`config.mk`:
```
export PLATFORM = sky130hd
export DESIGN_NAME = icache_ctrl
export DESIGN_NICKNAME = d
export VERILOG_FILES = /design/src/rtl/icache_pkg.sv /design/src/rtl/icache_tag_array.sv /design/src/rtl/icache_ctrl.sv
export SDC_FILE = /design/constraint.sdc
export NUM_CORES = 1
export LEC_CHECK = 0
export CAP_MARGIN = 30
export CORE_AREA = 2 2 353 355
export CTS_CLUSTER_DIAMETER = 80
export CTS_CLUSTER_SIZE = 8
export DETAILED_ROUTE_END_ITERATION = 16
export DIE_AREA = 0 0 355 357
export GPL_ROUTABILITY_DRIVEN = 0
export MAX_ROUTING_LAYER = met4
export SLEW_MARGIN = 20
export SYNTH_ARGS = -nofsm -noshare
export SYNTH_HDL_FRONTEND = slang
export SYNTH_SLANG_ARGS = --single-unit
```
`constraint.sdc`:
```
create_clock -name clk -period 12.12 [get_ports clk]
set_clock_uncertainty 0.05 [all_clocks]
set_input_delay 3.03 -clock clk [delete_from_list [all_inputs] [get_ports clk]]
set_output_delay 3.03 -clock clk [all_outputs]
set_load 0.005 [all_outputs]
```
`src/rtl/icache_pkg.sv`:
```
// Shared types and address-field widths for the direct-mapped instruction cache.
package icache_pkg;

    typedef enum logic [1:0] {
        IDLE   = 2'd0,
        LOOKUP = 2'd1,
        MISS   = 2'd2,
        FILL   = 2'd3
    } state_t;

    localparam int OFFSET_W       = 5;
    localparam int INDEX_W        = 4;
    localparam int TAG_W          = 23;
    localparam int WORDS_PER_LINE = 8;
    localparam int LINE_W         = 32 * WORDS_PER_LINE;

    function automatic logic [31:0] line_word(input logic [LINE_W-1:0] line,
                                              input logic [2:0]        sel);
        return line[32*sel +: 32];
    endfunction

endpackage

```
`src/rtl/icache_tag_array.sv`:
```
// Per-set tag and valid flops; combinational read, single write port, valid bits clear on rst.
module icache_tag_array
    import icache_pkg::*;
#(
    parameter int NUM_SETS = 16
) (
    input  logic               clk,
    input  logic               rst,
    input  logic [INDEX_W-1:0] rd_index,
    output logic [TAG_W-1:0]   rd_tag,
    output logic               rd_valid,
    input  logic               we,
    input  logic [INDEX_W-1:0] wr_index,
    input  logic [TAG_W-1:0]   wr_tag
);

    logic [TAG_W-1:0]    tags [NUM_SETS];
    logic [NUM_SETS-1:0] valid;

    always_ff @(posedge clk or posedge rst) begin
        if (rst) begin
            valid <= '0;
        end else if (we) begin
            valid[wr_index] <= 1'b1;
        end
    end

    // Tags need no reset: a tag is only ever compared behind its valid bit.
    always_ff @(posedge clk) begin
        if (we) begin
            tags[wr_index] <= wr_tag;
        end
    end

    assign rd_tag   = tags[rd_index];
    assign rd_valid = valid[rd_index];

endmodule

```
`src/rtl/icache_ctrl.sv`:
```
// Direct-mapped I-cache controller driving the external data array's single port.
// state | meaning: IDLE wait for fetch | LOOKUP tag compare, array data out | MISS await dfp line | FILL write line, respond
module icache_ctrl
    import icache_pkg::*;
#(
    parameter int NUM_SETS  = 16,
    parameter int LINE_BITS = LINE_W
) (
    input  logic                   clk,
    input  logic                   rst,
    input  logic [31:0]            ufp_addr,
    input  logic [3:0]             ufp_rmask,
    output logic                   ufp_ready,
    output logic [31:0]            ufp_rdata,
    output logic                   ufp_resp,
    output logic [31:0]            dfp_addr,
    output logic                   dfp_read,
    input  logic [LINE_BITS-1:0]   dfp_rdata,
    input  logic                   dfp_resp,
    output logic                   data_csb,
    output logic                   data_web,
    output logic [LINE_BITS/8-1:0] data_wmask,
    output logic [INDEX_W-1:0]     data_addr,
    output logic [LINE_BITS-1:0]   data_din,
    input  logic [LINE_BITS-1:0]   data_dout
);

    state_t               state, state_next;
    logic [TAG_W-1:0]     req_tag;
    logic [INDEX_W-1:0]   req_index;
    logic [2:0]           req_word;
    logic [LINE_BITS-1:0] line_buf;

    logic                 accept;
    logic                 hit;
    logic                 tag_we;
    logic [TAG_W-1:0]     rd_tag;
    logic                 rd_valid;
    logic                 unused_byte_offset;

    assign unused_byte_offset = ^ufp_addr[1:0];

    icache_tag_array #(.NUM_SETS(NUM_SETS)) u_tags (
        .clk      (clk),
        .rst      (rst),
        .rd_index (req_index),
        .rd_tag   (rd_tag),
        .rd_valid (rd_valid),
        .we       (tag_we),
        .wr_index (req_index),
        .wr_tag   (req_tag)
    );

    assign hit = (state == LOOKUP) && rd_valid && (rd_tag == req_tag);

    always_ff @(posedge clk or posedge rst) begin
        if (rst) begin
            state <= IDLE;
        end else begin
            state <= state_next;
        end
    end

    always_ff @(posedge clk or posedge rst) begin
        if (rst) begin
            req_tag   <= '0;
            req_index <= '0;
            req_word  <= '0;
            line_buf  <= '0;
        end else begin
            if (accept) begin
                req_tag   <= ufp_addr[31 -: TAG_W];
                req_index <= ufp_addr[OFFSET_W +: INDEX_W];
                req_word  <= ufp_addr[4:2];
            end
            if (state == MISS && dfp_resp) begin
                line_buf <= dfp_rdata;
            end
        end
    end

    always_comb begin
        state_next = state;
        ufp_ready  = (state == IDLE) || hit;
        ufp_resp   = 1'b0;
        ufp_rdata  = '0;
        dfp_read   = 1'b0;
        dfp_addr   = '0;
        data_csb   = 1'b1;
        data_web   = 1'b1;
        data_wmask = '0;
        data_addr  = '0;
        data_din   = '0;
        tag_we     = 1'b0;

        accept = ufp_ready && (ufp_rmask != 4'h0) && !rst;

        // A newly accepted fetch starts its array read immediately, even mid-hit.
        if (accept) begin
            data_csb  = 1'b0;
            data_addr = ufp_addr[OFFSET_W +: INDEX_W];
        end

        case (state)
            IDLE: begin
                if (accept) begin
                    state_next = LOOKUP;
                end
            end
            LOOKUP: begin
                if (hit) begin
                    ufp_resp   = 1'b1;
                    ufp_rdata  = line_word(data_dout, req_word);
                    state_next = accept ? LOOKUP : IDLE;
                end else begin
                    state_next = MISS;
                end
            end
            MISS: begin
                dfp_read = 1'b1;
                dfp_addr = {req_tag, req_index, {OFFSET_W{1'b0}}};
                if (dfp_resp) begin
                    tag_we     = 1'b1;
                    state_next = FILL;
                end
            end
            FILL: begin
                data_csb   = 1'b0;
                data_web   = 1'b0;
                data_wmask = '1;
                data_addr  = req_index;
                data_din   = line_buf;
                ufp_resp   = 1'b1;
                ufp_rdata  = line_word(line_buf, req_word);
                state_next = IDLE;
            end
            default: state_next = IDLE;
        endcase
    end

endmodule

```
After elaboration in Yosys (flattened, before gate mapping)
Memory sizes are Yosys's and may differ from the RTL's.
Index checks and enable logic that the tools add are counted.
{"block": "totals", "mem_bits_rw": 368, "mem_count": 1, "ff_bits": 304, "output_inout_bits": 361}
{"block": "op_classes", "shifts": 2, "n_bitwise": 1, "n_reduce_logical": 11, "n_eq_ne": 6, "order_cmp": 2, "muxes": 26}
{"name": "u_tags.tags", "words": 16, "width": 23, "rd": 1, "rd_clocked_by_memory_dff": 0, "wr": 1, "line_no": "icache_tag_array.sv:17", "text": "logic [TAG_W-1:0] tags [NUM_SETS];"}
{"cell": "$shiftx 256x9->32", "n": 2}
{"cell": "$mux 256", "n": 1}
{"cell": "$mux 32", "n": 3}
{"cell": "$pmux 32 s2", "n": 1}
{"cell": "$eq 23x23->1", "n": 1}
{"cell": "$or 16x16->16", "n": 1}
{"cell": "$mux 1", "n": 12}
{"cell": "$mux 4", "n": 2}
{"cell": "$pmux 2 s4", "n": 1}
{"cell": "$logic_and 1x1->1", "n": 6}
{"cell": "$mux 2", "n": 3}
{"cell": "$lt 4x5->1 const B", "n": 1}
{"cell": "$bmux 1 s4", "n": 1}
{"cell": "$demux 1 s4", "n": 1}
{"cell": "$eq 2x2->1 const B", "n": 2}
{"cell": "$ge 4x1->1 const B", "n": 1}
{"cell": "$ne 2x2->1 const B", "n": 2}
{"cell": "$reduce_bool 4->1", "n": 1}
{"cell": "$eq 2x1->1 const B", "n": 1}
{"cell": "$logic_not 2->1", "n": 1}
{"cell": "$pmux 1 s2", "n": 1}
{"cell": "$reduce_and 2->1", "n": 1}
{"cell": "$logic_not 1->1", "n": 1}
{"cell": "$logic_or 1x1->1", "n": 1}

Longest topological paths before layout
Gate-level depths: netlist (run 1).
{"block": "logic_depth", "depth_word": 10, "ltp_mapped": 16, "mapped_depth_nobuf": 8}

By module
From an unflattened synthesis (run 1), not the netlist that was laid out.
{"block": "unflattened", "cells_unflattened": 2677, "area_unflattened_um2": 32631.3}
{"module": "icache_ctrl", "n_inst": 1, "area_each_um2": 18129.9, "seq_area_each_um2": 7206.9, "cells_per_inst": 2044}
{"module": "icache_tag_array", "n_inst": 1, "area_each_um2": 14501.4, "seq_area_each_um2": 11451.0, "cells_per_inst": 633}

Least setup slack after synthesis (run 1)
Ideal clock, no wire load.
{"block": "synth_path", "kind": "input -> output", "start": "input ufp_rmask[1]", "end": "output data_csb", "path_slack_ns": 5.061, "n_path_buf": 1, "t_arrival_ns": 3.979, "required_ns": 9.040, "stages": 4, "path_cell_list": "nor4_1 or2_0 clkbuf_1 o31a_1"}
{"block": "synth_between", "elab_chain_len": 5}
{"element": "start, declared", "line_no": "icache_ctrl.sv:12", "text": "input logic [3:0] ufp_rmask,"}
{"element": "$reduce_bool 4->1", "line_no": "icache_ctrl.sv:96", "text": "accept = ufp_ready && (ufp_rmask != 4'h0) && !rst;"}
{"element": "$logic_and 1x1->1 (2 in a row)", "line_no": "icache_ctrl.sv:96"}
{"element": "$mux 1", "line_no": "icache_ctrl.sv:99", "text": "if (accept) begin"}
{"element": "$mux 1", "line_no": "icache_ctrl.sv:104", "text": "case (state)"}
{"element": "end, declared", "line_no": "icache_ctrl.sv:20", "text": "output logic data_csb,"}
No other way between the ends.

Worst setup path after layout (run 1)
{"block": "layout_path", "start": "register req_index[1]", "end": "output ufp_rdata[8]"}
{"block": "layout_between", "elab_chain_len": 6, "word_cells_on_any_way": 8, "classes_between": "eq/ne (1); mux (4); reduce/logical (2); memory (1)"}
{"element": "start, declared", "line_no": "icache_ctrl.sv:30", "text": "logic [INDEX_W-1:0] req_index;"}
{"element": "start signal, assigned", "line_no": "icache_ctrl.sv:73", "text": "req_index <= ufp_addr[OFFSET_W +: INDEX_W];"}
{"element": "branches (longest 3 deep; another with $mem_v2 16x23)"}
{"element": "$logic_and 1x1->1 *", "line_no": "icache_ctrl.sv:54", "text": "assign hit = (state == LOOKUP) && rd_valid && (rd_tag == req_tag);"}
{"element": "$mux 32 *", "line_no": "icache_ctrl.sv:111", "text": "if (hit) begin"}
{"element": "$pmux 32 s2 *", "line_no": "icache_ctrl.sv:104"}
{"element": "end, declared", "line_no": "icache_ctrl.sv:14", "text": "output logic [31:0] ufp_rdata,"}
Every way passes the cells marked *. The select of a mux whose other input is x is not followed.

==> results of run 1 <==
[metrics by stage]
stage / area, um2 / hold WS [ps]
after floorplan: 33600 / 381
after global placement: 44100 / 396
after detailed placement: 44100 / 398
after CTS: 47100 / 411
after global routing: 47200 / 424
final: 47300 / 414
[path summary, 6_finish.rpt]
check | end | slack [ps] | depth (start not counted)
max | ufp_rdata[8] | 2660 | 11
min | u_tags.valid[0]$_DFFE_PP0P_ | 410 | 1
max reg2reg | req_index[1]$_DFFE_PP0N_ | 7190 | 10
min reg2reg | u_tags.valid[0]$_DFFE_PP0P_ | 410 | 1
max in group asynchronous | line_buf[158]$_DFFE_PP0P_ | 7030 | 4
min in group asynchronous | req_tag[12]$_DFFE_PP0N_ | 2820 | 2
[logic make-up (layout without fill, tap and decap cells)]
family,after synthesis,count (layout),synth area share [%]
buffers and inverters,294,1165,3.94
AO/OA/AOI/OAI,157,157,3.44
other,1,73,0.0112
flip-flops,672,672,55.6
AND/OR/NAND/NOR,1340,1340,18.4
XOR/XNOR,28,28,0.731
multiplexers,335,335,17.9
[cell usage after synthesis (28+ instances only)]
cell,count,share of area (%)
nor4_1,28,0.52
dfrtp_1,304,23
nand3_1,61,0.91
nor2_1,36,0.40
o22ai_1,44,0.82
nand2_1,837,9.4
clkbuf_1,187,2.1
and3_1,257,4.8
nand3b_1,31,0.69
mux4_2,211,14
edfxtp_1,368,33
buf_4,40,0.89
mux2i_1,109,3.3
and2_1,29,0.54
[area by class of cell]
class	count	share of cell area, %
Multi-Input combinational cell	1865	28.9
Tap cell	1637	4.33
Antenna cell	68	0.360
Clock inverter	15	0.442
Sequential cell	672	39.5
Clock buffer	154	5.74
Timing Repair Buffer	980	20.5
Inverter	16	0.154
[metal layers]
metal | vias to the layer above | global-route usage, % | routed length, um
met5 | - | - | 0
li1 | 11900 | - | -
met4 | 0 | 12.4 | 8720
met2 | 1774 | 42.5 | 82600
met1 | 14700 | 37.1 | 72600
met3 | 270 | 12.7 | 26200
[flip-flops by register name, indices dropped and copies added, names as in the netlist, named ones only]
signal / flops
line_buf: 256
u_tags.tags: 368
req_tag: 23
state: 1
req_word: 3
u_tags.valid: 16
req_index: 4
[power by group through the flow]
stage | clock (mW) | sequential (mW) | combinational (mW)
2_1_floorplan | 0 | 3.46 | 2.97
3_3_place_gp | 0 | 3.90 | 5.17
3_5_place_dp | 0 | 3.91 | 5.22
4_1_cts | 2.68 | 3.89 | 5.24
5_1_grt | 2.77 | 3.96 | 5.52
6_report | 2.64 | 3.94 | 5.22
==> qor.yml, run 1 <==
layoutNonFillerInstCount: 5407
synth-edff-count: 368
final_worst_slack_ps: 2660
total_power_mw: 11.8
initial_utilization_pct: 27.3
synthFlopType: "edfxtp_1"
crit-reg2reg-launch: "req_index[1]$_DFFE_PP0N_"
drv_cap: 0
rsz0062_at_grt: "no"
worstSetupEndpointType: "output port"
cp_cell_sequence: "buf_4 > mux4_2 > mux2_2 > nand3_1 > nand3_1 > or4_1 > or4_1 > or3_4 > buf_4 > o22ai_1 > clkdlybuf4s50_1"
clk_root_buffer_cell: "clkbuf_16"
grt_start_max_net_pins: 178
synthesis.yosys.warnings: 0
via_count: 28700
placementRows: 129
synth-seq-cells: 672
totalWireLength_um: 190000
clk_path_buf_depth: 3
report.final.setup_viol: 0
netlist_area_mm2: 0.0336
dp_slack_ps: 3340
timing.hold.worst.start: "u_tags.valid[0]$_DFFE_PP0P_"
globalRouteTotalUtil_pct: 29.9
tritoncts: "yes"
hold_viol: 0
post-route-drc-count: 0
wl_per_cell_um: 35.2
power.share.combinational_pct: 44.3
dp_hpwl_um: 146000
worst-slew-pin-transition_ps: 1180
core_area_mm2: 0.123
design.die.area_mm2: 0.127
slew-limit-headroom_pct: 21.1
layout_worst_path_cycle_share_pct: 78.1
timing.critical_path.arrival_ps: 6380
postSynth.asyncResetShare_pct: 45.2
placedCellCount: 5168
final_net_count: 4185
number_of_filler_cells_placed_in_the_layout: 12000
first_pass_drt_iterations: 6
fmaxAchievable_ghz: 0.106
antenna_found_initial: 106
syn_area_per_cell_um2: 11.9
cellInternalPower_mw: 6.86
most-common-layout-cells: "clkdlybuf4s50_1 (904), nand2_1 (835), edfxtp_1 (368), dfrtp_1 (297), and3_1 (257)"
dr.first_iter.drc_count: 3873
die_height_um: 357
crit_family: "buffers and inverters"
synth_seq_area_share_pct: 55.6
min-delay-path-class: "flop to flop"
syn2layout_area_growth_pct: 40.8
die_w_um: 355
cts_setup_buffers: 0
final.setup.tns_ps: 0
cts_made_buffers: 99
cts_hold_buffers: 0
global_route.overflow_total: 0
outcome: "completed"
drive_gt1_share_pct: 12.4
grt_pass1_vias: 27700
clock_latency_ps: 700
ff_latch_area_mm2: 0.0187
netlist-cell-type-count: 59
post_synth_inst_count: 2827
mostFrequentLayoutCell: "clkdlybuf4s50_1"
crit_slowest_cell: "clkdlybuf4s50_1"
finalMaxSlewViolations: 0
beginning_of_the_critical_path: "req_index[1]$_DFFE_PP0N_"
clkTransAtPathRegs_ps: 50
wire_length_of_the_first_global_routing_pass_um: 248000
port_buffers: 904
netSwitchingPower_mw: 4.93
final_antenna_net_count: 0
power.switching_fraction_pct: 41.8
leakagePower_nw: 19.1
crit_required_ps: 9040
path_buf_inv: 3
proportion_of_power_drawn_by_the_clock_network_pct: 22.4
critPathMaxFanout: 45
power.share.sequential_pct: 33.4
critical_path_class: "flop to output port"
max-vdd-ir-drop_v: 0.000153
htree_num_levels: 3
post-route-min-period_ps: 9460
clock-sinks: 672
cts-resized-gates: 0
power_density_mw_per_mm2: 250
floorplan.io_pins: 912
cp_slowest_stage_delay_ps: 910
worst_setup_path_start_kind: "flop"
multi_input_area_mm2: 0.0137
routed_via_density: 5.30
finalCoreUtilization_pct: 38.4
(Power assumes the default switching activity.)
==> run 2, diff against run 1 <==
--- a/config.mk
+++ b/config.mk
@@ -6,11 +6,11 @@
 export NUM_CORES = 1
 export LEC_CHECK = 0
 export CAP_MARGIN = 30
-export CORE_AREA = 2 2 353 355
+export CORE_AREA = 2 2 355 357
 export CTS_CLUSTER_DIAMETER = 80
 export CTS_CLUSTER_SIZE = 8
 export DETAILED_ROUTE_END_ITERATION = 16
-export DIE_AREA = 0 0 355 357
+export DIE_AREA = 0 0 357 359
 export GPL_ROUTABILITY_DRIVEN = 0
 export MAX_ROUTING_LAYER = met4
 export SLEW_MARGIN = 20
==> constraint.sdc (replaced) <==
create_clock -name clk -period 8.8 [get_ports clk]
set_clock_uncertainty 0.05 [all_clocks]
set_input_delay 2.2 -clock clk [delete_from_list [all_inputs] [get_ports clk]]
set_output_delay 2.2 -clock clk [all_outputs]
set_load 0.005 [all_outputs]
==> run 2 against run 1 <==
Worst hold slack about the same. Total power up 39%. Clock power up 38%. Register-to-register slack worse by 3300 ps. Sequential cell count unchanged. Via count up 0.63%. Die area up 1.1%. Critical path type unchanged. Largest power group unchanged. Worst setup slack worse by 2000 ps.
==> qor.yml, run 2 (same netlist as run 1, synthesis figures left out) <==
outcome: "completed"
mostFrequentLayoutCell: "clkdlybuf4s50_1"
design.die.area_mm2: 0.128
global_route.overflow_total: 0
cts_made_buffers: 98
globalRouteTotalUtil_pct: 29.9
totalWireLength_um: 191000
netSwitchingPower_mw: 6.93
rsz0062_at_grt: "no"
finalMaxSlewViolations: 0
final.setup.tns_ps: 0
finalHoldWorstSlack_ps: 414
power.share.sequential_pct: 34.6
port_buffers: 904
dp_hpwl_um: 147000
largest_register_ffs: 368
number_of_filler_cells_placed_in_the_layout: 12200
dp_slack_ps: 1310
final_net_count: 4191
cts_hold_buffers: 0
clk_root_buffer_cell: "clkbuf_16"
layout_worst_path_cycle_share_pct: 92.5
most-common-layout-cells: "clkdlybuf4s50_1 (904), nand2_1 (835), edfxtp_1 (368), dfrtp_1 (297), and3_1 (257)"
wl_per_cell_um: 35.3
report.final.setup_viol: 0
tritoncts: "yes"
syn2layout_area_growth_pct: 40.9
placementRows: 130
clk_path_buf_depth: 3
cellInternalPower_mw: 9.46
final_antenna_net_count: 0
cts_setup_buffers: 0
biggestRegsByFlops: "u_tags.tags (368), line_buf (256), req_tag (23)"
clock_latency_ps: 700
clkTransAtPathRegs_ps: 50
dr_wl_met3_um: 24400
critical_path.endpoint: "ufp_rdata[9]"
power_density_mw_per_mm2: 347
m1WireLength_um: 73800
die_w_um: 357
grt_pass1_vias: 27600
finish.instance_area_mm2: 0.0473
max-vdd-ir-drop_v: 0.000190
min-delay-path-class: "flop to flop"
worst_setup_path_start_kind: "flop"
dr_wl_met2_um: 85300
final_worst_slack_ps: 664
clock-sinks: 672
leakagePower_nw: 19.1
fmaxAchievable_ghz: 0.123
proportion_of_power_drawn_by_the_clock_network_pct: 22.2
initial_utilization_pct: 26.9
core_area_mm2: 0.125
wire_length_of_the_first_global_routing_pass_um: 251000
htree_num_levels: 3
registers.top_by_ff_count: "u_tags.tags"
cts-resized-gates: 0
post-route-min-period_ps: 8140
dr.first_iter.drc_count: 3909
register_to_register_setup_slack_ps: 3880
power.switching_fraction_pct: 42.3
critPathMaxFanout: 43
worst-slew-pin-transition_ps: 1130
routed_via_density: 5.33
r2r_end: "req_tag[11]$_DFFE_PP0N_"
first_pass_drt_iterations: 7
detailed_place.area_mm2: 0.0442
worstSetupEndpointType: "output port"
antenna_found_initial: 102
timing.reg2reg.worst_path_depth: 10
total_power_mw: 16.4
crit_required_ps: 6550
grt_start_max_net_pins: 150
hold_viol: 0
die_height_um: 359
drv_cap: 0
drive_gt1_share_pct: 12.6
highest-signal-layer: "met4"
power.share.combinational_pct: 43.2
beginning_of_the_critical_path: "req_index[3]$_DFFE_PP0N_"
floorplan.io_pins: 912
via_count: 28900
slew-limit-headroom_pct: 24.9
post-route-drc-count: 0
timing.critical_path.arrival_ps: 5890
critical_path_class: "flop to output port"
crit-reg2reg-launch: "req_index[3]$_DFFE_PP0N_"
## run 2: cell types whose count changed in the layout (fill, tap and decap cells not counted), sizes merged
cell / delta
buf: +9
diode: -8
clkinv: -5
clkbuf: -3
clkinvlp: +2
bufinv: +1
inv: +1
## run 2: per-stage QoR
stage                     utilization, %  cells
after floorplan                        -   2831
after global placement              35.5   5187
after detailed placement            35.5   5187
after CTS                           37.8   5354
after global routing                38.0   5411
final                               38.0   5417
## run 2: area by class of cell
cell class | instances | area, um2 | share of cell area (%)
sequential | 672 | 18700 | 39.5
multi-input combinational | 1865 | 13700 | 28.9
timing repair buffer | 987 | 9770 | 20.6
clock buffer | 153 | 2680 | 5.66
tap | 1650 | 2060 | 4.36
clock inverter | 14 | 231 | 0.489
antenna | 60 | 150 | 0.317
inverter | 16 | 68.8 | 0.145
## run 2: worst min path at each step
stage / end / cells after the start / startpoint / slack [ps]
after floorplan: u_tags.valid[0]$_DFFE_PP0P_ / 1 / u_tags.valid[0]$_DFFE_PP0P_ / 380
after CTS: u_tags.valid[6]$_DFFE_PP0P_ / 1 / u_tags.valid[6]$_DFFE_PP0P_ / 410
after global placement: u_tags.valid[15]$_DFFE_PP0P_ / 1 / u_tags.valid[15]$_DFFE_PP0P_ / 400
after global routing: u_tags.valid[7]$_DFFE_PP0P_ / 1 / u_tags.valid[7]$_DFFE_PP0P_ / 420
final: u_tags.valid[6]$_DFFE_PP0P_ / 1 / u_tags.valid[6]$_DFFE_PP0P_ / 410
after detailed placement: u_tags.valid[6]$_DFFE_PP0P_ / 1 / u_tags.valid[6]$_DFFE_PP0P_ / 400
## run 2: per-layer routing
layer / GRT usage, % / vias up
met3: 11.1 / 277
met5: - / -
li1: - / 11900
met2: 43.9 / 1780
met4: 10.8 / 0
met1: 37.6 / 14900
## run 2: power by group through the flow
stage,clock [mW],sequential [mW],combinational (mW)
floorplan,0,4.77,4.09
global placement,0,5.67,7.02
CTS,3.69,5.64,7.09
finish,3.64,5.68,7.08
detailed placement,0,5.68,7.06
global route,3.81,5.74,7.49
## run 2: worst max-delay path, stage by stage (launching register included)
cell             delay (ps)
dfrtp_4                 900
buf_4                   500
mux4_2                  360
mux2_2                  280
nand3_1                 130
nand3_1                  90
or4_1                   460
or4_1                   570
or3_4                   610
o22ai_1                 330
clkdlybuf4s50_1         860
